`src/rtl/diffeq_sched_pkg.sv`:
```
// Shared definitions for the differentiator job scheduler.
//   sched_state_t : scheduler FSM state encoding (3 bits)
//   nibble_t      : one engine operand nibble
//   RESULT_W      : width of the engine result
//   wrap_add      : (base + off) modulo n, used for round-robin index arithmetic
package diffeq_sched_pkg;

  localparam int RESULT_W = 16;

  typedef logic [3:0] nibble_t;

  typedef enum logic [2:0] {
    IDLE  = 3'd0,
    LD_X  = 3'd1,
    LD_DX = 3'd2,
    LD_U  = 3'd3,
    LD_A  = 3'd4,
    WAIT  = 3'd5,
    DONE  = 3'd6
  } sched_state_t;

  function automatic int wrap_add(input int base, input int off, input int n);
    return (base + off) % n;
  endfunction

endpackage

```
`src/rtl/diffeq_job_scheduler_rr_arbiter.sv`:
```
// rr_arbiter: purely combinational round-robin pick.
// Grants the first set req bit at or after pointer, wrapping modulo NUM_REQ.
// Ports:
//   req     in  NUM_REQ  request vector
//   pointer in  IDX_W    index with highest priority this round
//   gnt     out NUM_REQ  one-hot grant (zero when no request)
//   idx     out IDX_W    encoded index of the granted requester
//   any     out 1        at least one request is pending
module rr_arbiter
  import diffeq_sched_pkg::*;
#(
  parameter int NUM_REQ = 4,
  localparam int IDX_W = $clog2(NUM_REQ)
) (
  input  logic [NUM_REQ-1:0] req,
  input  logic [IDX_W-1:0]   pointer,
  output logic [NUM_REQ-1:0] gnt,
  output logic [IDX_W-1:0]   idx,
  output logic               any
);

  logic [IDX_W-1:0] cand;

  // NOTE: every output and temporary gets a default before the loop, so no
  // path through this block can leave a value unassigned and infer a latch.
  always_comb begin
    gnt  = '0;
    idx  = '0;
    any  = 1'b0;
    cand = '0;
    for (int k = 0; k < NUM_REQ; k++) begin
      cand = IDX_W'(wrap_add(int'(pointer), k, NUM_REQ));
      if (!any && req[cand]) begin
        any       = 1'b1;
        gnt[cand] = 1'b1;
        idx       = cand;
      end
    end
  end

endmodule

```
`src/rtl/diffeq_job_scheduler.sv`:
```
// diffeq_job_scheduler: shares one differentiator engine between NUM_REQ
// requesters. A round-robin winner is granted from IDLE, its operands are
// snapshotted, the engine is loaded x, dx, u, a over four cycles, and the
// engine result is returned to the owner with a one-cycle done pulse.
//
// Optional feature macro: DIFF_SCHED_TIMEOUT_EN
//   defined   : WAIT aborts after TIMEOUT_CYCLES, pulsing eng_reset and
//               err_timeout alongside done, with result forced to 0.
//   undefined : WAIT leaves only on eng_valid; eng_reset/err_timeout tied 0.
//
// Ports:
//   clk, reset                 clock, asynchronous active-high reset
//   req                        per-requester level request, held until done
//   req_x/req_dx/req_u/req_a   packed operand nibbles, requester i at [4i+3:4i]
//   gnt                        one-hot grant pulse, operands captured this cycle
//   done                       one-hot completion pulse to the job owner
//   result                     last completed result, held until next done
//   err_timeout                abort flag, coincident with done
//   busy                       high in every state except IDLE
//   eng_reset                  engine reset pulse on abort
//   eng_ready, eng_s1..eng_s4  engine load strobe and operand selects
//   eng_in                     engine operand nibble
//   eng_out, eng_valid         engine result and its valid flag
module diffeq_job_scheduler
  import diffeq_sched_pkg::*;
#(
  parameter int NUM_REQ        = 4,
  parameter int TIMEOUT_CYCLES = 1024,
  localparam int TO_W          = $clog2(TIMEOUT_CYCLES + 1)
) (
  input  logic                  clk,
  input  logic                  reset,
  input  logic [NUM_REQ-1:0]    req,
  input  logic [4*NUM_REQ-1:0]  req_x,
  input  logic [4*NUM_REQ-1:0]  req_dx,
  input  logic [4*NUM_REQ-1:0]  req_u,
  input  logic [4*NUM_REQ-1:0]  req_a,
  output logic [NUM_REQ-1:0]    gnt,
  output logic [NUM_REQ-1:0]    done,
  output logic [RESULT_W-1:0]   result,
  output logic                  err_timeout,
  output logic                  busy,
  output logic                  eng_reset,
  output logic                  eng_ready,
  output logic                  eng_s1,
  output logic                  eng_s2,
  output logic                  eng_s3,
  output logic                  eng_s4,
  output logic [3:0]            eng_in,
  input  logic [RESULT_W-1:0]   eng_out,
  input  logic                  eng_valid
);

  localparam int IDX_W = $clog2(NUM_REQ);

  sched_state_t     state;
  logic [IDX_W-1:0] pointer;
  logic [IDX_W-1:0] owner;
  nibble_t          dx_q, u_q, a_q;

  logic [NUM_REQ-1:0] arb_gnt;
  logic [IDX_W-1:0]   arb_idx;
  logic               arb_any;
  nibble_t            cap_x, cap_dx, cap_u, cap_a;
  logic [NUM_REQ-1:0] owner_onehot;

  rr_arbiter #(.NUM_REQ(NUM_REQ)) u_arb (
    .req     (req),
    .pointer (pointer),
    .gnt     (arb_gnt),
    .idx     (arb_idx),
    .any     (arb_any)
  );

  // Operands of the arbitration winner, captured on the IDLE exit edge.
  assign cap_x  = req_x [{arb_idx, 2'b00} +: 4];
  assign cap_dx = req_dx[{arb_idx, 2'b00} +: 4];
  assign cap_u  = req_u [{arb_idx, 2'b00} +: 4];
  assign cap_a  = req_a [{arb_idx, 2'b00} +: 4];

  assign owner_onehot = NUM_REQ'(1) << owner;

  // The grant must coincide with the capture edge, so it is decoded from the
  // IDLE state; gating with reset keeps it low while reset is held.
  assign gnt  = (state == IDLE && !reset) ? arb_gnt : '0;
  assign busy = (state != IDLE);

`ifdef DIFF_SCHED_TIMEOUT_EN
  logic [TO_W-1:0] to_cnt;
  logic            err_q;
  logic            eng_rst_q;

  assign err_timeout = err_q;
  assign eng_reset   = eng_rst_q;
`else
  assign err_timeout = 1'b0;
  assign eng_reset   = 1'b0;
`endif

  // NOTE: sequential state uses non-blocking assignments so every register
  // sees pre-edge values regardless of statement order.
  always_ff @(posedge clk or posedge reset) begin
    if (reset) begin
      state     <= IDLE;
      pointer   <= '0;
      owner     <= '0;
      dx_q      <= '0;
      u_q       <= '0;
      a_q       <= '0;
      result    <= '0;
      done      <= '0;
      eng_ready <= 1'b0;
      eng_s1    <= 1'b0;
      eng_s2    <= 1'b0;
      eng_s3    <= 1'b0;
      eng_s4    <= 1'b0;
      eng_in    <= '0;
`ifdef DIFF_SCHED_TIMEOUT_EN
      to_cnt    <= '0;
      err_q     <= 1'b0;
      eng_rst_q <= 1'b0;
`endif
    end else begin
      case (state)
        IDLE: begin
          if (arb_any) begin
            owner     <= arb_idx;
            dx_q      <= cap_dx;
            u_q       <= cap_u;
            a_q       <= cap_a;
            // x goes straight into the engine register; no separate copy.
            eng_ready <= 1'b1;
            eng_s1    <= 1'b1;
            eng_in    <= cap_x;
            state     <= LD_X;
          end
        end

        LD_X: begin
          eng_s1 <= 1'b0;
          eng_s2 <= 1'b1;
          eng_in <= dx_q;
          state  <= LD_DX;
        end

        LD_DX: begin
          eng_s2 <= 1'b0;
          eng_s3 <= 1'b1;
          eng_in <= u_q;
          state  <= LD_U;
        end

        LD_U: begin
          eng_s3 <= 1'b0;
          eng_s4 <= 1'b1;
          eng_in <= a_q;
          state  <= LD_A;
        end

        LD_A: begin
          eng_ready <= 1'b0;
          eng_s4    <= 1'b0;
          eng_in    <= '0;
`ifdef DIFF_SCHED_TIMEOUT_EN
          to_cnt    <= '0;
`endif
          state     <= WAIT;
        end

        WAIT: begin
          // A valid result arriving on the expiry cycle takes priority.
          if (eng_valid) begin
            result <= eng_out;
            done   <= owner_onehot;
            state  <= DONE;
          end
`ifdef DIFF_SCHED_TIMEOUT_EN
          else if (to_cnt == TO_W'(TIMEOUT_CYCLES - 1)) begin
            result    <= '0;
            done      <= owner_onehot;
            err_q     <= 1'b1;
            eng_rst_q <= 1'b1;
            state     <= DONE;
          end else begin
            to_cnt <= to_cnt + TO_W'(1);
          end
`endif
        end

        DONE: begin
          done    <= '0;
          pointer <= IDX_W'(wrap_add(int'(owner), 1, NUM_REQ));
`ifdef DIFF_SCHED_TIMEOUT_EN
          err_q     <= 1'b0;
          eng_rst_q <= 1'b0;
`endif
          state   <= IDLE;
        end

        default: state <= IDLE;
      endcase
    end
  end

endmodule

```
`config.mk`:
```
export PLATFORM = sky130hd
export DESIGN_NAME = diffeq_job_scheduler
export DESIGN_NICKNAME = d
export VERILOG_FILES = /design/src/rtl/diffeq_sched_pkg.sv /design/src/rtl/diffeq_job_scheduler_rr_arbiter.sv /design/src/rtl/diffeq_job_scheduler.sv
export SDC_FILE = /design/constraint.sdc
export NUM_CORES = 1
export LEC_CHECK = 0
export BUFFER_PORTS_ARGS = -buffer_cell sky130_fd_sc_hd__buf_2
export CAP_MARGIN = 25
export CORE_UTILIZATION = 50
export DETAILED_ROUTE_END_ITERATION = 16
export PLACE_DENSITY = 0.91
export RECOVER_POWER = 50
export SETUP_SLACK_MARGIN = 0.4
export SYNTH_ARGS = -nofsm -noshare
export SYNTH_HDL_FRONTEND = slang
export SYNTH_SLANG_ARGS = --single-unit
```
`constraint.sdc`:
```
create_clock -name clk -period 3.9 [get_ports clk]
set_input_delay 0.195 -clock clk [delete_from_list [all_inputs] [get_ports clk]]
set_output_delay 0.195 -clock clk [all_outputs]
set_load 0.05 [all_outputs]
```
Yosys cells after proc, flatten, opt, wreduce, memory -nomap -nowiden
Cells that the tools add are included.

Output and inout port bits: 36. Bits in registers: 48. Memory bits (writable): 0. Word-level logic and storage cells: 112. Bits in read-only memories: 0. Bits in latches: 0. Memories kept: 0.

$lt $le $gt $ge: 8. Shifts and indexed selects: 5. Reductions and logical operators: 28. Bitwise logic cells: 3. Eq/ne operators: 8. Divide/modulo/power cells: 0. Multipliers: 0. Mux-type cells: 42. Add/sub/neg operators: 4.

Operators with widths (number): $shiftx 16x5->4 (4); $mux 4 (7); $pmux 4 s5 (1); $pmux 3 s6 (1); $reduce_and 2->1 (7); $mux 1 (13); $lt 2x3->1 const B (4); $or 4x4->4 (3); $reduce_bool 2->1 (6); $pmux 1 s2 (5); $eq 3x3->1 const B (3); $bmux 1 s2 (4); $demux 1 s2 (4); $ge 2x1->1 const B (4); $logic_and 1x1->1 (8); $mux 2 (4); $pmux 4 s2 (1); $eq 3x2->1 const B (2); $mux 3 (2); $reduce_bool 5->1 (1); $add 2x1->2 const B (2); $add 2x2->2 const B (2); $logic_not 1->1 (4); $ne 2x2->1 const B (2); 4 further kinds (4).

Logic depth before layout (Yosys ltp)
Gate-level depths: netlist of run 1.

Depth after elaboration: 15. Mapped depth: 11. Gate-level depth less buffers: 8.

By module
Synthesis of run 1 repeated with hierarchy kept, for this count alone.

Cells, all modules: 244. Area total of the unflattened synthesis: 3005.4 µm².

Modules (own cells, without submodules): diffeq_job_scheduler (instances 1, area an instance 2583.7 µm², cells an instance 199); rr_arbiter (instances 1, area an instance 421.7 µm², cells an instance 45).

Worst setup path before layout of run 1
No wires, ideal clock.

Path kind: flip-flop to output port. From: register pointer[0]. To: output gnt[0]. Path buffers: 3. Data required time: 3.705 ns. Setup slack: 0.649 ns. Data arrival time: 3.056 ns. Cell stages (with the launch flop): 12. Cells stage by stage: dfrtp_1 -> buf_2 -> inv_2 -> ha_1 -> buf_2 -> mux4_2 -> nor2b_1 -> buf_2 -> a22oi_1 -> nor2_1 -> a221oi_1 -> nor2_1.

Word-level cells in the longest chain between the ends: 13. Elaborated cells on any way between the ends: 48. Classes of those cells: add/sub (3); order compare (8); mux (24); bitwise (3); reduce/logical (10).

RTL lines: start: declaration (RTL line diffeq_job_scheduler.sv:57) `logic [IDX_W-1:0] pointer;`; start signal: assignment (RTL line diffeq_job_scheduler.sv:192) `pointer <= IDX_W'(wrap_add(int'(owner), 1, NUM_REQ));`; branches (longest 11 deep; another with $lt 2x3->1); $mux 4 (*) (RTL line diffeq_job_scheduler_rr_arbiter.sv:33) `if (!any && req[cand]) begin`; $mux 4 (*) (RTL line diffeq_job_scheduler.sv:85) `assign gnt = (state == IDLE && !reset) ? arb_gnt : '0;`; end: declaration (RTL line diffeq_job_scheduler.sv:38) `output logic [NUM_REQ-1:0] gnt,`.

Every way passes the cells marked *. The select of a mux whose other input is x is not followed.

Worst setup path after layout of run 1
From: register pointer[1]. To: output gnt[0].

The elaborated chain is that of the path after synthesis.

==> reports/qor.log, run 1 <==
[synthesis] count of flip-flops with a built-in enable after synthesis 0
[synthesis] largest cells by area after synthesis sky130_fd_sc_hd__dfrtp_1 37%, sky130_fd_sc_hd__mux2i_1 11%, sky130_fd_sc_hd__mux2_2 8.0%
[pwr] power density of the placed cells 923 nW/µm²
[pwr] switching share of total power 52.0%
[sta] max-slew violation count 49
[pwr] cell internal power dissipation 1.76 mW
[sta] Max Clock Skew 12.8 ps
[setup_path] Worst Path Arrival 3050 ps
[clocking] Worst-path clk slew 90 ps
[clocking] total CTS buffers 5
[placement] quantity of I/O buffers inserted on ports 120
[detailed_routing] vias 3051
[clocking] cts hold-fix bufs 0
[sta] Max Clock Freq 0.308 GHz
[global_routing] antenna violations before repair 0
[pwr] power after layout 3.66 mW
[sta] Hold Vio Cnt, Final 0
[sta] slew at the pin with the worst max-slew slack 2520 ps
[sta] total setup violations reported at the end of the flow 0
[detailed_routing] detailed-route vias per instance 5.99
[clocking] TritonCTS clock tree done
[finish] combined flip-flop and latch cell area 1200 µm²
[detailed_routing] number of DRC violations after detailed-routing iteration 0 199
[global_routing] global-route wire length before repair 12900 µm
[pwr] Switch Pwr 1.90 mW
[detailed_routing] total wire length after detailed routing 8220 µm
[synthesis] part of the Yosys area used for sequential elements 37.0%
[synthesis] top cell type's share of synthesized area 37.0%
[global_routing] pin count of the biggest net entering global routing 49
[sta] shortest period the worst path allows 3250 ps
[finish] area grow syn2layout 21.9%
[clocking] worst-skew pair later-pin latency 310 ps
[placement] final HPWL from detailed placement 6180 µm
[sta] slew margin rel. -67.8%
[setup_path] type of the worst setup path register to primary output
[run_status] violated checks capacitance limit, slew limit
[clocking] clock sink count 48
[global_routing] grt ovf 0
[floorplan] Placeable Area 6310 µm²
[synthesis] top cell type by total area after synthesis sky130_fd_sc_hd__dfrtp_1
[setup_path] data required time of the critical path 3700 ps
[pwr] Leak 1.89 nW
[placement] RePlAce Congestion 0.913
[floorplan] IO Count 123
[synthesis] total number of yosys warnings 0
[finish] commonest non-fill, non-tap cells in the layout 103 x sky130_fd_sc_hd__buf_2, 48 x sky130_fd_sc_hd__dfrtp_1, 35 x sky130_fd_sc_hd__mux2i_1
[floorplan] Die Area 6830 µm²
[detailed_routing] number of iterations in the first detailed-routing pass 5
[synthesis] Post-synth top flop sky130_fd_sc_hd__dfrtp_1
[detailed_routing] detail-routed net length per standard cell 16.2 µm
[pwr] clock group share of total power 9.9%
[pwr] IR Drop Worst-Case VDD 0.628 mV
[setup_path] sort of element at the start of the critical path register
[global_routing] number of global-route vias before repair 2783
[synthesis] Unique masters post-synth 48
[synthesis] per-instance average area after synthesis 10.1 µm²
[clocking] clock root cell sky130_fd_sc_hd__clkbuf_8
[sta] unrepaired setup endpoints after global routing false
[pwr] Seq pwr share 26.1%
[synthesis] fraction of registers with async set or reset after synthesis 100%
[finish] final-stage net count 529
[floorplan] starting density of the core 51.5%
[finish] layout cell share with drive strength beyond 1 34.3%
[synthesis] post-synthesis instance area 3250 µm²
[finish] n_diodes 0
[run_status] outcome finished, violations left
[synthesis] count of mapped cells out of synthesis 323
[floorplan] die width 82.6 µm
[flow_run] max-cap check violation count 1
[setup_path] Critical Path Fanout Max 9
[worst_hold_path] path type of the worst min-delay path input port to register
[finish] leading cell type in the layout, fill and taps excluded sky130_fd_sc_hd__buf_2
[pwr] logic gate share of total power 64.0%
[synthesis] flops & latches, synth 48
[finish] area of the multi-input gates 1930 µm²
[clocking] number of levels in the clock H-tree 2
[sta] Post-Route Hold Slack 115 ps
[clocking] number of buffers on the longest clock path 2
[clocking] # Post-CTS Setup Buffers 0
[detailed_routing] post-route antenna net violation count 0
[floorplan] Rows 29
[sta] final cycle utilization of the critical path 83.3%
[global_routing] Global Route Usage Sum 25.0%
[sta] Sum Neg Setup Slack 0 ps
[finish] count of filler cells inserted in the layout 536
[detailed_routing] Residual DRC 0
[setup_path] kind of end point of the critical path primary output
[floorplan] die extent in y 82.6 µm
through the flow:
step	utilization, %	instances	cell area [µm²]	setup slack (ps)
after floorplan	-	324	3250	649
after global placement	61.2	501	3870	752
after detailed placement	61.2	501	3870	619
after CTS	63.0	509	3980	519
after global routing	62.8	509	3960	414
final	62.8	509	3960	651
timing repair:
action / CTS / global route
pin swaps: 0 / 0
endpoints found under the setup margin: 4 / 7
endpoints found under the hold margin: 0 / 0
gates resized for setup: 1 / 2
cell usage after synthesis, types with 2 or more instances:
cell type	count
sky130_fd_sc_hd__buf_2	4
sky130_fd_sc_hd__buf_4	4
sky130_fd_sc_hd__a221o_1	5
sky130_fd_sc_hd__clkbuf_1	13
sky130_fd_sc_hd__o211a_1	2
sky130_fd_sc_hd__and2_1	5
sky130_fd_sc_hd__nand2b_1	2
sky130_fd_sc_hd__nand3_1	4
sky130_fd_sc_hd__nor3_1	2
sky130_fd_sc_hd__buf_1	2
sky130_fd_sc_hd__inv_1	7
sky130_fd_sc_hd__o21ai_0	13
sky130_fd_sc_hd__a211oi_1	17
sky130_fd_sc_hd__mux4_2	3
sky130_fd_sc_hd__nand2_1	25
sky130_fd_sc_hd__dfrtp_1	48
sky130_fd_sc_hd__a221oi_1	8
sky130_fd_sc_hd__o211ai_1	5
sky130_fd_sc_hd__o221ai_1	10
sky130_fd_sc_hd__mux2_2	23
sky130_fd_sc_hd__nor3b_1	2
sky130_fd_sc_hd__a21oi_1	12
sky130_fd_sc_hd__mux2i_1	35
sky130_fd_sc_hd__a22oi_1	4
sky130_fd_sc_hd__a2111o_1	3
sky130_fd_sc_hd__nor2_1	28
sky130_fd_sc_hd__ha_1	11
sky130_fd_sc_hd__nor4_1	6
cell type report:
| class | instances | share of cell area [%] |
|---|---|---|
| inverter | 8 | 0.758 |
| multi-input combinational | 245 | 48.6 |
| tap | 77 | 2.43 |
| clock buffer | 5 | 1.74 |
| sequential | 48 | 30.3 |
| timing repair buffer | 123 | 15.1 |
| clock inverter | 3 | 1.07 |
logic make-up after synthesis:
family	synth area share [%]
AO/OA/AOI/OAI	21.3
AND/OR/NAND/NOR	11.4
multiplexers	21.5
flip-flops	37.0
buffers and inverters	4.20
adder cells (fa/ha/maj)	4.24
other	0.115
XOR/XNOR	0.270
per-layer routing:
| layer | track usage (%) | vias to the layer above | part of all wire (%) |
|---|---|---|---|
| met2 | 42.5 | 143 | 50 |
| li1 | - | 1443 | - |
| met4 | 8.28 | 0 | 1.7 |
| met5 | 0 | - | 0 |
| met1 | 32.3 | 1447 | 41 |
| met3 | 4.18 | 18 | 6.8 |
state kept, by name (all words and copies together) (netlist names), 2 cells and up:
signal	count
result	16
a_q	4
done	4
dx_q	4
eng_in	4
u_q	4
state	3
owner	2
pointer	2
power groups by stage:
stage | clock (mW) | sequential (mW) | combinational (mW)
floorplan | 0 | 1.37 | 1.45
detailed placement | 0 | 0.960 | 2.34
global placement | 0 | 0.944 | 2.29
global route | 0.386 | 0.995 | 2.53
finish | 0.364 | 0.954 | 2.34
CTS | 0.368 | 0.950 | 2.35
worst max-delay path, stage by stage, from the launching register on:
cell and delay, ps:
sky130_fd_sc_hd__dfrtp_1 500, sky130_fd_sc_hd__inv_1 210, sky130_fd_sc_hd__ha_2 480, sky130_fd_sc_hd__mux4_2 640
sky130_fd_sc_hd__nor2b_4 270, sky130_fd_sc_hd__a22oi_1 110, sky130_fd_sc_hd__nor2_1 120, sky130_fd_sc_hd__a221oi_1 60
sky130_fd_sc_hd__nor2_1 100, sky130_fd_sc_hd__buf_2 270
path summary, 6_finish.rpt:
| check | startpoint | end | slack (ps) | cells past startpoint |
|---|---|---|---|---|
| worst max-delay path | pointer[1] | gnt[0] | 650 | 9 |
| worst min-delay path | eng_out[13] | result[13] | 110 | 2 |
| worst max register to register | pointer[1] | u_q[0] | 680 | 9 |
| worst min register to register | eng_s3 | eng_s3 | 490 | 2 |
| max in group asynchronous | reset | result[14] | 1620 | 3 |
| min in group asynchronous | reset | eng_in[3] | 850 | 3 |
Power figures use the tool's default switching activity.
==> run 2: changes to the inputs <==
- CORE_UTILIZATION: 50 -> 45
- PLACE_DENSITY: 0.91 -> 0.87
- clock period: 3.9 -> 2.9 ns (I/O delays scaled with it)
==> run 2 against run 1 <==
  * The run now ends clean
  * Combinational power up 87%
  * Global-route usage down 0.66 points
  * Clock power up 36%
  * Non-clock buffer count up 23
  * Core utilization up 4.9 points
  * Power up 66%
  * Critical endpoint unchanged
  * Largest cell class unchanged
  * Largest power group unchanged
  * Highest routed layer unchanged
==> reports/qor.log, run 2 (synthesis results as in run 1) <==
[floorplan] Rows 30 [was 29]
[detailed_routing] Residual DRC 0 [unchanged]
[detailed_routing] post-route antenna net violation count 0 [unchanged]
[clocking] number of levels in the clock H-tree 2 [unchanged]
[global_routing] Global Route Usage Sum 24.3% [was 25.0%]
[clocking] TritonCTS clock tree done [unchanged]
[sta] Max Clock Skew 3.57 ps [was 12.8 ps]
[pwr] cell internal power dissipation 2.97 mW [was 1.76 mW]
[clocking] cts hold-fix bufs 0 [unchanged]
[setup_path] Critical Path Fanout Max 7 [was 9]
[pwr] logic gate share of total power 72.0% [was 64.0%]
[sta] final setup slack of the worst path 206 ps [was 651 ps]
[placement] final HPWL from detailed placement 6430 µm [was 6180 µm]
[sta] Post-Route Hold Slack 20.7 ps [was 115 ps]
[finish] commonest non-fill, non-tap cells in the layout 102 x sky130_fd_sc_hd__buf_2, 47 x sky130_fd_sc_hd__dfrtp_1, 33 x sky130_fd_sc_hd__mux2i_1 [was 103 x sky130_fd_sc_hd__buf_2, 48 x sky130_fd_sc_hd__dfrtp_1, 35 x sky130_fd_sc_hd__mux2i_1]
[detailed_routing] detail-routed net length per standard cell 16.8 µm [was 16.2 µm]
[setup_path] Worst Path Arrival 2550 ps [was 3050 ps]
[finish] final non-filler cell total 553 [was 509]
[sta] total setup violations reported at the end of the flow 0 [unchanged]
[placement] Place WS 225 ps [was 619 ps]
[floorplan] die extent in y 87.0 µm [was 82.6 µm]
[sta] unrepaired setup endpoints after global routing true [was false]
[floorplan] Die Area 7560 µm² [was 6830 µm²]
[flow_run] max-cap check violation count 0 [was 1]
[clocking] clock root cell sky130_fd_sc_hd__clkbuf_8 [unchanged]
[clocking] worst-skew pair later-pin latency 300 ps [was 310 ps]
[run_status] outcome completed [was finished, violations left]
[sta] slew at the pin with the worst max-slew slack 1130 ps [was 2520 ps]
[placement] RePlAce Congestion 0.927 [was 0.913]
[pwr] switching share of total power 51.1% [was 52.0%]
[floorplan] Placeable Area 6870 µm² [was 6310 µm²]
[sta] Hold Vio Cnt, Final 0 [unchanged]
[clocking] clock sink count 48 [unchanged]
[sta] shortest period the worst path allows 2690 ps
[setup_path] kind of end point of the critical path primary output [unchanged]
[sta] final cycle utilization of the critical path 92.9%
[sta] Max Clock Freq 0.371 GHz
[pwr] Seq pwr share 19.9% [was 26.1%]
[sta] max-slew violation count 0 [was 49]
[finish] n_diodes 0 [unchanged]
[worst_hold_path] path type of the worst min-delay path input port to asynchronous set/reset pin [was input port to register]
[finish] leading cell type in the layout, fill and taps excluded sky130_fd_sc_hd__buf_2 [unchanged]
[finish] total non-filler cell area in the finished layout 4650 µm² [was 3960 µm²]
[pwr] Leak 2.10 nW [was 1.89 nW]
[finish] Largest Register result [unchanged]
[floorplan] starting density of the core 47.3% [was 51.5%]
[setup_path] sort of element at the start of the critical path register [unchanged]
[global_routing] grt ovf 0 [unchanged]
[pwr] IR Drop Worst-Case VDD 0.516 mV [was 0.628 mV]
[sta] Sum Neg Setup Slack 0 ps [unchanged]
[clocking] total CTS buffers 5 [unchanged]
[clocking] number of buffers on the longest clock path 2 [unchanged]
[finish] final-stage net count 554 [was 529]
[sta] slew margin rel. 24.5% [was -67.8%]
[floorplan] IO Count 123 [unchanged]
[global_routing] number of global-route vias before repair 3042 [was 2783]
[placement] placed inst area 4140 µm² [was 3870 µm²]
[floorplan] die width 87.0 µm [was 82.6 µm]
[placement] number of placed instances, taps included 529 [was 501]
[setup_path] data required time of the critical path 2760 ps [was 3700 ps]
[detailed_routing] number of DRC violations after detailed-routing iteration 0 223 [was 199]
[finish] flip-flop count of the largest register, all copies and words added 16 [unchanged]
[clocking] Worst-path clk slew 90 ps [about the same]
[detailed_routing] number of iterations in the first detailed-routing pass 5 [unchanged]
[detailed_routing] total wire length after detailed routing 9300 µm [was 8220 µm]
[setup_path] type of the worst setup path register to primary output [unchanged]
[pwr] Switch Pwr 3.10 mW [was 1.90 mW]
[pwr] power after layout 6.07 mW [was 3.66 mW]
[finish] final core utilization 67.7% [was 62.8%]
[pwr] clock group share of total power 8.2% [was 9.9%]
[detailed_routing] vias 3215 [was 3051]
[global_routing] global-route wire length before repair 14400 µm [was 12900 µm]
[finish] area grow syn2layout 43.0% [was 21.9%]
[global_routing] antenna violations before repair 0 [unchanged]
[detailed_routing] detailed-route vias per instance 5.81 [was 5.99]
[global_routing] pin count of the biggest net entering global routing 49 [unchanged]
[placement] quantity of I/O buffers inserted on ports 120 [unchanged]
[finish] layout cell share with drive strength beyond 1 48.1% [was 34.3%]
[pwr] power density of the placed cells 1310 nW/µm² [was 923 nW/µm²]
-- run 2: changes by cell type in the layout (fill, tap and decap cells not counted), sizes merged --
cell,previous run,this run
buf,105,131
clkbuf,23,20
clkinv,1,0
inv,8,9
nand2,25,26
o21a,1,2
-- run 2: final timing paths --
kind | start | endpoint | slack (ps) | cells past startpoint
worst min register to register | eng_s3 | eng_s3 | 500 | 2
worst min-delay path | reset | result[2] | 20 | 3
worst max-delay path | pointer[0] | gnt[0] | 210 | 10
worst max register to register | pointer[0] | u_q[0] | 230 | 9
min in group clk | eng_out[15] | result[15] | 70 | 2
max in group asynchronous | reset | pointer[0] | 2460 | 3
-- run 2: power by group through the flow --
stage / Combinational [mW] / Sequential, mW / Clock (mW)
4_1_cts: 4.08 / 1.20 / 0.507
2_1_floorplan: 2.26 / 1.85 / 0
3_3_place_gp: 3.57 / 1.19 / 0
3_5_place_dp: 3.64 / 1.21 / 0
5_1_grt: 4.65 / 1.24 / 0.530
6_report: 4.37 / 1.21 / 0.495
-- run 2: critical path, cell delays in order (launching register included) --
cell and delay [ps]:
sky130_fd_sc_hd__dfrtp_2 450, sky130_fd_sc_hd__inv_8 40, sky130_fd_sc_hd__ha_4 290, sky130_fd_sc_hd__mux4_2 610, sky130_fd_sc_hd__nor2b_4 160, sky130_fd_sc_hd__buf_6 120
sky130_fd_sc_hd__a22oi_2 50, sky130_fd_sc_hd__nor2_1 150, sky130_fd_sc_hd__a221oi_2 70, sky130_fd_sc_hd__nor2_4 140, sky130_fd_sc_hd__buf_8 160
-- run 2: routing by layer --
metal / up-vias / wire length, µm / GRT usage [%]
li1: 1496 / - / -
met4: 0 / 163 / 7.58
met2: 170 / 4810 / 42.1
met3: 19 / 645 / 2.65
met1: 1530 / 3680 / 32.0
met5: - / 0 / 0
-- run 2: cell type report --
cell class                      count  area (µm²)
Multi-Input combinational cell    247        2300
Fill cell                         536        2220
Sequential cell                    48        1200
Timing Repair Buffer              146         871
Tap cell                           96         120
Clock buffer                        5        68.8
Clock inverter                      3        46.3
Inverter                            8        40.0
-- run 2: what timing repair did --
item                       4_1_cts  5_1_grt
gates resized for setup         31       22
cloned                           2        0
setup endpoints to repair       20       21
buffers inserted                11        3
pin swaps                       14        6
==> run 3: changes to the inputs <==
- CORE_MARGIN: unset -> 2
==> run 3 against run 2 <==
  * Hold slack improved by 54 ps
  * Fmax is 0.53% higher
  * Setup slack better by 14 ps
  * Core utilization is 0.77 points lower
  * Clock power grew 34%
  * Critical path type unchanged
  * Critical endpoint unchanged
  * Largest cell class unchanged
==> reports/qor.log, run 3 (synthesis results as in run 1) <==
[finish] area grow syn2layout 42.2% [was 43.0%]
[detailed_routing] number of iterations in the first detailed-routing pass 4 [was 5]
[run_status] outcome completed [unchanged]
[sta] Max Clock Skew 7.72 ps [was 3.57 ps]
[global_routing] Global Route Usage Sum 24.9% [was 24.3%]
[sta] Sum Neg Setup Slack 0 ps [unchanged]
[finish] Largest Register result [unchanged]
[clocking] clock root cell sky130_fd_sc_hd__clkbuf_8 [unchanged]
[pwr] IR Drop Worst-Case VDD 0.581 mV [was 0.516 mV]
[worst_hold_path] path type of the worst min-delay path input port to register [was input port to asynchronous set/reset pin]
[worst_hold_path] HP Start eng_out[14]
[sta] Post-Route Hold Slack 75.1 ps [was 20.7 ps]
[clocking] TritonCTS clock tree done [unchanged]
[floorplan] starting density of the core 47.0% [was 47.3%]
[finish] n_diodes 0 [unchanged]
[finish] commonest non-fill, non-tap cells in the layout 102 x sky130_fd_sc_hd__buf_2, 47 x sky130_fd_sc_hd__dfrtp_1, 35 x sky130_fd_sc_hd__mux2i_1 [was 102 x sky130_fd_sc_hd__buf_2, 47 x sky130_fd_sc_hd__dfrtp_1, 33 x sky130_fd_sc_hd__mux2i_1]
[detailed_routing] detail-routed net length per standard cell 17.7 µm [was 16.8 µm]
[floorplan] die extent in y 89.0 µm [was 87.0 µm]
[global_routing] grt ovf 0 [unchanged]
[clocking] number of buffers on the longest clock path 2 [unchanged]
[clocking] number of levels in the clock H-tree 2 [unchanged]
[detailed_routing] total wire length after detailed routing 9820 µm [was 9300 µm]
[finish] flip-flop count of the largest register, all copies and words added 16 [unchanged]
[placement] quantity of I/O buffers inserted on ports 120 [unchanged]
[setup_path] start point of the critical path pointer[0] [unchanged]
[setup_path] data required time of the critical path 2760 ps [about the same]
[placement] placed inst area 4150 µm² [was 4140 µm²]
[setup_path] Critical Path Fanout Max 4 [was 7]
[sta] shortest period the worst path allows 2680 ps [was 2690 ps]
[pwr] power density of the placed cells 1320 nW/µm² [was 1310 nW/µm²]
[detailed_routing] vias 3227 [was 3215]
[setup_path] type of the worst setup path register to primary output [unchanged]
[finish] final-stage net count 556 [was 554]
[finish] layout cell share with drive strength beyond 1 47.9% [was 48.1%]
[global_routing] antenna violations before repair 0 [unchanged]
[floorplan] Rows 30 [unchanged]
[finish] final non-filler cell total 555 [was 553]
[floorplan] die width 89.0 µm [was 87.0 µm]
[setup_path] source of the worst register-to-register timing path pointer[0] [unchanged]
[finish] count of filler cells inserted in the layout 575 [was 536]
[sta] unrepaired setup endpoints after global routing true [unchanged]
[global_routing] number of global-route vias before repair 3305 [was 3042]
[sta] max-slew violation count 0 [unchanged]
[detailed_routing] Residual DRC 0 [unchanged]
[floorplan] Die Area 7920 µm² [was 7560 µm²]
[detailed_routing] detailed-route vias per instance 5.81 [about the same]
[setup_path] sort of element at the start of the critical path register [unchanged]
[sta] Hold Vio Cnt, Final 0 [unchanged]
[flow_run] max-cap check violation count 0 [unchanged]
[setup_path] kind of end point of the critical path primary output [unchanged]
[clocking] worst-skew pair later-pin latency 300 ps [about the same]
[sta] total setup violations reported at the end of the flow 0 [unchanged]
[detailed_routing] number of DRC violations after detailed-routing iteration 0 209 [was 223]
[clocking] Worst-path clk slew 90 ps [about the same]
[detailed_routing] post-route antenna net violation count 0 [unchanged]
[floorplan] IO Count 123 [unchanged]
[setup_path] Worst Path Arrival 2530 ps [was 2550 ps]
[clocking] cts hold-fix bufs 0 [unchanged]
[sta] slew at the pin with the worst max-slew slack 1200 ps [was 1130 ps]
[global_routing] pin count of the biggest net entering global routing 49 [unchanged]
[floorplan] Placeable Area 6910 µm² [was 6870 µm²]
[clocking] total CTS buffers 5 [unchanged]
[placement] RePlAce Congestion 0.898 [was 0.927]
[finish] leading cell type in the layout, fill and taps excluded sky130_fd_sc_hd__buf_2 [unchanged]
[sta] slew margin rel. 20.0% [was 24.5%]
[sta] final cycle utilization of the critical path 92.4% [was 92.9%]
[sta] Max Clock Freq 0.373 GHz [was 0.371 GHz]
[global_routing] global-route wire length before repair 15500 µm [was 14400 µm]
[placement] final HPWL from detailed placement 6970 µm [was 6430 µm]
[clocking] clock sink count 48 [unchanged]
[placement] number of placed instances, taps included 530 [was 529]
[finish] total non-filler cell area in the finished layout 4620 µm² [was 4650 µm²]
[pwr] Leak 2.13 nW [was 2.10 nW]
## run 3: metrics by stage
stage	total power, mW	utilization (%)	setup slack, ps
after floorplan	4.11	-	288
after global placement	4.77	60.0	260
after detailed placement	4.90	60.0	201
after CTS	5.94	65.9	252
after global routing	6.48	66.9	151
final	6.11	66.9	221
## run 3: area by class of cell
class | count | area (µm²) | area share (%)
multi-input combinational | 247 | 2240 | 48.5
sequential | 48 | 1200 | 26.0
timing repair buffer | 148 | 858 | 18.6
tap | 96 | 120 | 2.60
clock inverter | 3 | 90.1 | 1.95
clock buffer | 5 | 68.8 | 1.49
inverter | 8 | 37.5 | 0.813
## run 3: worst paths after layout
path | end | slack [ps] | cells past startpoint
hold reg to reg | eng_s3 | 500 | 2
setup / recovery | gnt[0] | 220 | 9
min in group asynchronous | eng_s3 | 270 | 3
setup reg to reg | eng_in[1] | 280 | 7
hold / removal | result[14] | 80 | 2
max in group asynchronous | pointer[0] | 1820 | 3
## run 3: power breakdown
group          internal [mW]  switching [mW]  leakage, nW
Sequential             0.997           0.217        0.585
Clock                  0.431           0.233       0.0784
Combinational           1.63            2.60         1.46
## run 3: repair_timing
item / 4_1_cts / 5_1_grt
buffers inserted: 13 / 2
endpoints found under the setup margin: 20 / 21
gates cloned: 2 / 0
pin swaps: 12 / 12
gates resized for setup: 26 / 21
## run 3: critical path, cell delays in order, from the launching register on
cell and delay [ps]:
sky130_fd_sc_hd__dfrtp_2 460, sky130_fd_sc_hd__inv_8 40, sky130_fd_sc_hd__ha_4 270, sky130_fd_sc_hd__mux4_2 560, sky130_fd_sc_hd__buf_6 160, sky130_fd_sc_hd__a22oi_1 190, sky130_fd_sc_hd__nor2_1 90, sky130_fd_sc_hd__a221oi_2 270
sky130_fd_sc_hd__nor2_4 50, sky130_fd_sc_hd__buf_6 160
## run 3: per-layer routing
metal | routed length, µm | vias up | share of wire, % | track usage, %
li1 | - | 1505 | - | -
met1 | 3900 | 1550 | 40 | 31.5
met2 | 5080 | 147 | 52 | 43.8
met3 | 553 | 25 | 5.6 | 3.60
met4 | 291 | 0 | 3.0 | 8.55
met5 | 0 | - | 0 | 0
